### config.mk
export PLATFORM = sky130hd
export DESIGN_NAME = ex_reg
export DESIGN_NICKNAME = d
export VERILOG_FILES = /design/src/rtl/ex_reg.sv
export SDC_FILE = /design/constraint.sdc
export NUM_CORES = 1
export LEC_CHECK = 0
export CAP_MARGIN = 30
export CORE_MARGIN = 1
export CORE_UTILIZATION = 44
export DETAILED_ROUTE_END_ITERATION = 12
export PLACE_DENSITY_LB_ADDON = 0.3
export SKIP_CTS_REPAIR_TIMING = 1
export SLEW_MARGIN = 5
export SYNTH_ARGS = -nofsm -noshare
export SYNTH_HDL_FRONTEND = slang
export SYNTH_SLANG_ARGS = --single-unit
export TNS_END_PERCENT = 1
### constraint.sdc
create_clock -name Clk -period 3.6 [get_ports Clk]
set_input_delay 0.72 -clock Clk [delete_from_list [all_inputs] [get_ports Clk]]
set_output_delay 0.72 -clock Clk [all_outputs]
set_load 0.03 [all_outputs]
### src/rtl/ex_reg.sv
// EX/MEM pipeline register: captures ALU result and ID/EX control fields, turns a
// qualified ALU overflow into an exception, and keeps a saturating overflow count.
module ex_reg #(
  parameter int DATA_W     = 32,
  parameter int PC_W       = 30,
  parameter int REG_ADDR_W = 5,
  parameter int OFCNT_W    = 8
) (
  input  logic                  Clk,
  input  logic                  Reset_N,
  input  logic                  Stall,
  input  logic                  Flush,
  input  logic                  IdEn,
  input  logic [PC_W-1:0]       IdPc,
  input  logic [3:0]            AluOp,
  input  logic [DATA_W-1:0]     AluOut,
  input  logic                  AluOF,
  input  logic [REG_ADDR_W-1:0] IdDstAddr,
  input  logic                  IdGprWe,
  input  logic [1:0]            IdMemOp,
  input  logic [DATA_W-1:0]     IdMemWrData,
  output logic                  ExEn,
  output logic [PC_W-1:0]       ExPc,
  output logic [DATA_W-1:0]     ExAluOut,
  output logic [REG_ADDR_W-1:0] ExDstAddr,
  output logic                  ExGprWe,
  output logic [1:0]            ExMemOp,
  output logic [DATA_W-1:0]     ExMemWrData,
  output logic [1:0]            ExExpCode,
  output logic [OFCNT_W-1:0]    ExOfCount
);

  localparam logic [3:0] ALU_OP_ADDS = 4'd1;
  localparam logic [3:0] ALU_OP_SUBS = 4'd3;
  localparam logic [1:0] MEM_OP_NOP  = 2'd0;
  localparam logic [1:0] EXP_NO      = 2'd0;
  localparam logic [1:0] EXP_OVERFLOW = 2'd1;

  logic                  en_q, en_d;
  logic [PC_W-1:0]       pc_q, pc_d;
  logic [DATA_W-1:0]     alu_q, alu_d;
  logic [REG_ADDR_W-1:0] dst_q, dst_d;
  logic                  gpr_we_q, gpr_we_d;
  logic [1:0]            mem_op_q, mem_op_d;
  logic [DATA_W-1:0]     wr_data_q, wr_data_d;
  logic [1:0]            exp_q, exp_d;
  logic [OFCNT_W-1:0]    ofcnt_q, ofcnt_d;

  logic of_qual;

  // Only signed add/sub of a valid entry can raise overflow; OF is undefined otherwise.
  assign of_qual = IdEn & AluOF & ((AluOp == ALU_OP_ADDS) | (AluOp == ALU_OP_SUBS));

  always_comb begin
    en_d      = en_q;
    pc_d      = pc_q;
    alu_d     = alu_q;
    dst_d     = dst_q;
    gpr_we_d  = gpr_we_q;
    mem_op_d  = mem_op_q;
    wr_data_d = wr_data_q;
    exp_d     = exp_q;
    ofcnt_d   = ofcnt_q;
    if (Flush) begin
      en_d      = 1'b0;
      pc_d      = '0;
      alu_d     = '0;
      dst_d     = '0;
      gpr_we_d  = 1'b0;
      mem_op_d  = MEM_OP_NOP;
      wr_data_d = '0;
      exp_d     = EXP_NO;
    end else if (!Stall) begin
      en_d      = IdEn;
      pc_d      = IdPc;
      alu_d     = AluOut;
      dst_d     = IdDstAddr;
      wr_data_d = IdMemWrData;
      if (of_qual) begin
        exp_d    = EXP_OVERFLOW;
        gpr_we_d = 1'b0;
        mem_op_d = MEM_OP_NOP;
        if (!(&ofcnt_q)) begin
          ofcnt_d = ofcnt_q + {{(OFCNT_W-1){1'b0}}, 1'b1};
        end
      end else if (IdEn) begin
        exp_d    = EXP_NO;
        gpr_we_d = IdGprWe;
        mem_op_d = IdMemOp;
      end else begin
        exp_d    = EXP_NO;
        gpr_we_d = 1'b0;
        mem_op_d = MEM_OP_NOP;
      end
    end
  end

  always_ff @(posedge Clk or negedge Reset_N) begin
    if (!Reset_N) begin
      en_q      <= 1'b0;
      pc_q      <= '0;
      alu_q     <= '0;
      dst_q     <= '0;
      gpr_we_q  <= 1'b0;
      mem_op_q  <= MEM_OP_NOP;
      wr_data_q <= '0;
      exp_q     <= EXP_NO;
      ofcnt_q   <= '0;
    end else begin
      en_q      <= en_d;
      pc_q      <= pc_d;
      alu_q     <= alu_d;
      dst_q     <= dst_d;
      gpr_we_q  <= gpr_we_d;
      mem_op_q  <= mem_op_d;
      wr_data_q <= wr_data_d;
      exp_q     <= exp_d;
      ofcnt_q   <= ofcnt_d;
    end
  end

  assign ExEn        = en_q;
  assign ExPc        = pc_q;
  assign ExAluOut    = alu_q;
  assign ExDstAddr   = dst_q;
  assign ExGprWe     = gpr_we_q;
  assign ExMemOp     = mem_op_q;
  assign ExMemWrData = wr_data_q;
  assign ExExpCode   = exp_q;
  assign ExOfCount   = ofcnt_q;

endmodule

==> summary.txt <==
Pwr
  • NetSw: 0.759 mW
  • Pleak: 3.32 nW
  • Clock share of power: 27.1%
  • Internal cell power: 1.94 mW
  • Gate power share: 22.3%
  • Peak VDD IR: 0.251 mV
  • Pwr Density: 382 nW/um^2
  • Reg power frac: 50.7%
  • Sw Ratio: 28.1%
  • Overall power: 2.70 mW

Worst setup path
  • WP buf/inv: 1
  • Crit path DAT: 1.56 ns
  • Register-to-Register Setup Slack: 2.03 ns
  • CP Cell Sequence: clkdlybuf4s50_1
  • Worst path required time: 2.88 ns
  • Largest delay contributor family on the critical path: buffers and inverters
  • Startpoint Class: flop
  • CP Capture Type: output pin
  • Slowest-stage cell, CP: clkdlybuf4s50_1
  • CP peak stage delay: 0.73 ns
  • CP max FO: 6
  • Setup Crit Path Kind: reg -> out

Synth
  • Top FF cell, synth: dfrtp_1
  • Post-synthesis sequential area ratio: 61.3%
  • Post-Synthesis Cells: 376
  • Most frequent cells after synthesis: 112 x dfrtp_1, 106 x nor2_1, 99 x mux2i_1, 10 x clkbuf_1, 8 x buf_2
  • Leading area contributor after synthesis: dfrtp_1
  • Synth Area per Inst: 12.2 um^2
  • Distinct cell type count after synthesis: 25
  • Yosys reg bits: 112
  • Most numerous cell in the Yosys netlist: dfrtp_1
  • Share of the synthesized area in the top cell type: 61.3%
  • Synthesis Warnings: 0
  • EDFF count, synth: 0
  • Leading post-synthesis cells by cell area: dfrtp_1 61%, mux2i_1 22%, nor2_1 8.7%
  • Syn Std Cell Area: 4570 um^2
  • Synth Net Count: 489
  • FFs w/ async S/R, synth: 100%

STA
  • Fmax: 438 MHz
  • Hold Worst Slack: 0.393 ns
  • Clock skew: 0.00923 ns
  • Fin crit period: 2.28 ns
  • Setup TNS: 0 ns
  • Relative slew slack: 37.1%
  • Slew Limit Fails: 0
  • Worst Tran Pin Value: 0.944 ns
  • Post-layout worst setup margin: 1.32 ns
  • Fin. Hold Viols: 0
  • RSZ-0062 raised after global routing: false
  • Setup violators final: 0
  • Final worst-path cycle share: 63.4%

Die
  • # rows: 36
  • Vert. Die Dim: 104 um
  • Io pins: 225
  • Core Region: 9910 um^2
  • Die X: 104 um
  • Die footprint: 10,800 um^2
  • Initial Util: 46.1%

Clock tree
  • Clk slew on worst S/H paths: 0.10 ns
  • Number of buffers created by CTS: 9
  • H-tree depth: 3
  • Root Buffer: clkbuf_8
  • Clock Sinks: 112
  • TritonCTS clock tree: done
  • Clk_lat worst skew: 0.36 ns
  • Max clock buf depth: 2

Layout
  • Layout area overhead: 54.3%
  • Antenna cells: 0
  • Fill count: 779
  • Fin nets: 700
  • Core Util, Final: 71.1%
  • Share of cells above drive strength 1: 4.57%

Global routing
  • Vias in the first global route: 3,750
  • Initial antenna violation count: 0
  • GRT Resource Usage Total: 22.5%
  • Global route overflow: 0
  • First-pass GRT wire length: 19,200 um
  • Largest net degree at the start of global routing: 84

Routing
  • Total routed wirelength: 11,600 um
  • First DRT Iteration DRCs: 133
  • Vias: 3,543
  • First drt pass iteration count: 5
  • Antenna-violating nets left: 0
  • Total DRC errors in the routed layout: 0
  • Routed wire per std cell: 16.0 um
  • Routed vias/inst: 4.89

Place
  • Input/output buffers: 222
  • GP Congestion: 0.771
  • Post-DP HPWL: 8370 um
  • Worst slack, placed: 1.14 ns

Run
  • Max-cap violation count: 0

Status
  • Status: finished clean

Hold path
  • Tightest Hold Check Type: in -> async
==> stage by stage <==
| step | std cells | instance area (um^2) |
|---|---|---|
| finish | 724 | 7050 |
| detailed placement | 709 | 6860 |
| global route | 724 | 7050 |
| floorplan | 376 | 4570 |
| global placement | 709 | 6860 |
| CTS | 724 | 7050 |
==> final cells by class <==
type                       instances  area [um^2]  area share [%]
clock buffer                      10          128            1.81
clock inverter                     5         58.8           0.834
multi-input combinational        238         1640            23.2
tap                              133          166            2.36
sequential                       112         2800            39.8
timing repair buffer             225         2250            32.0
inverter                           1         3.75          0.0532
==> state kept, by name (all words and copies together), names as in the netlist <==
register,cells
ExEn,1
ExGprWe,1
ExOfCount,8
ExPc,30
ExMemWrData,32
ExDstAddr,5
ExAluOut,32
ExExpCode,1
ExMemOp,2
==> cell families (layout without fill, tap and decap cells) <==
group	count (synthesis)	in the layout	share of synthesized area [%]
AOI/OAI and AO/OA	6	6	0.985
xor gates and xnor gates	6	6	1.15
adders and majority gates	1	1	0.274
buffers and inverters	26	241	2.85
DFF	112	112	61.3
muxes	101	101	22.2
other	1	1	0.0820
and+or+nand+nor	123	123	11.2
==> path summary, 6_finish.rpt <==
| check | cells past startpoint | end | from |
|---|---|---|---|
| setup / recovery | 1 | ExOfCount[3] | ExOfCount[3] |
| hold / removal | 1 | ExAluOut[13] | Reset_N |
| setup reg to reg | 4 | ExOfCount[1] | ExOfCount[0] |
| hold reg to reg | 2 | ExMemWrData[28] | ExMemWrData[28] |
| max in group asynchronous | 2 | ExOfCount[1] | Reset_N |
| min in group Clk | 2 | ExMemWrData[28] | ExMemWrData[28] |
==> power by group through the flow <==
stage          Sequential (mW)  Combinational (mW)  Clock [mW]
2_1_floorplan             1.53               0.150           0
3_3_place_gp              1.39               0.596           0
3_5_place_dp              1.39               0.607           0
4_1_cts                   1.37               0.609       0.745
5_1_grt                   1.38               0.640       0.798
6_report                  1.37               0.600       0.730
==> layer usage <==
metal / global-route usage [%] / part of all wire (%) / vias to the layer above
met5: 0 / 0 / -
met4: 7.65 / 1.9 / 0
met3: 6.52 / 7.6 / 17
met2: 39.3 / 51 / 130
met1: 26.5 / 40 / 1732
li1: - / - / 1664
==> layout by cell type (no fill, tap or decap), drive strengths merged <==
cell and n:
a21oi 2, a22oi 3, and4bb 1, buf 6, bufinv 1, clkbuf 10
clkdlybuf4s50 219, clkinv 2, clkinvlp 2, conb 1, dfrtp 112, ha 1
inv 1, mux2 2, mux2i 99, nand2 4, nand2b 2, nand3 4
nand3b 1, nand4 1, nor2 106, nor3 2, nor3b 1, nor4 1
o211ai 1, xnor2 1, xor2 5
No activity file was read; power rests on OpenSTA's default activity.
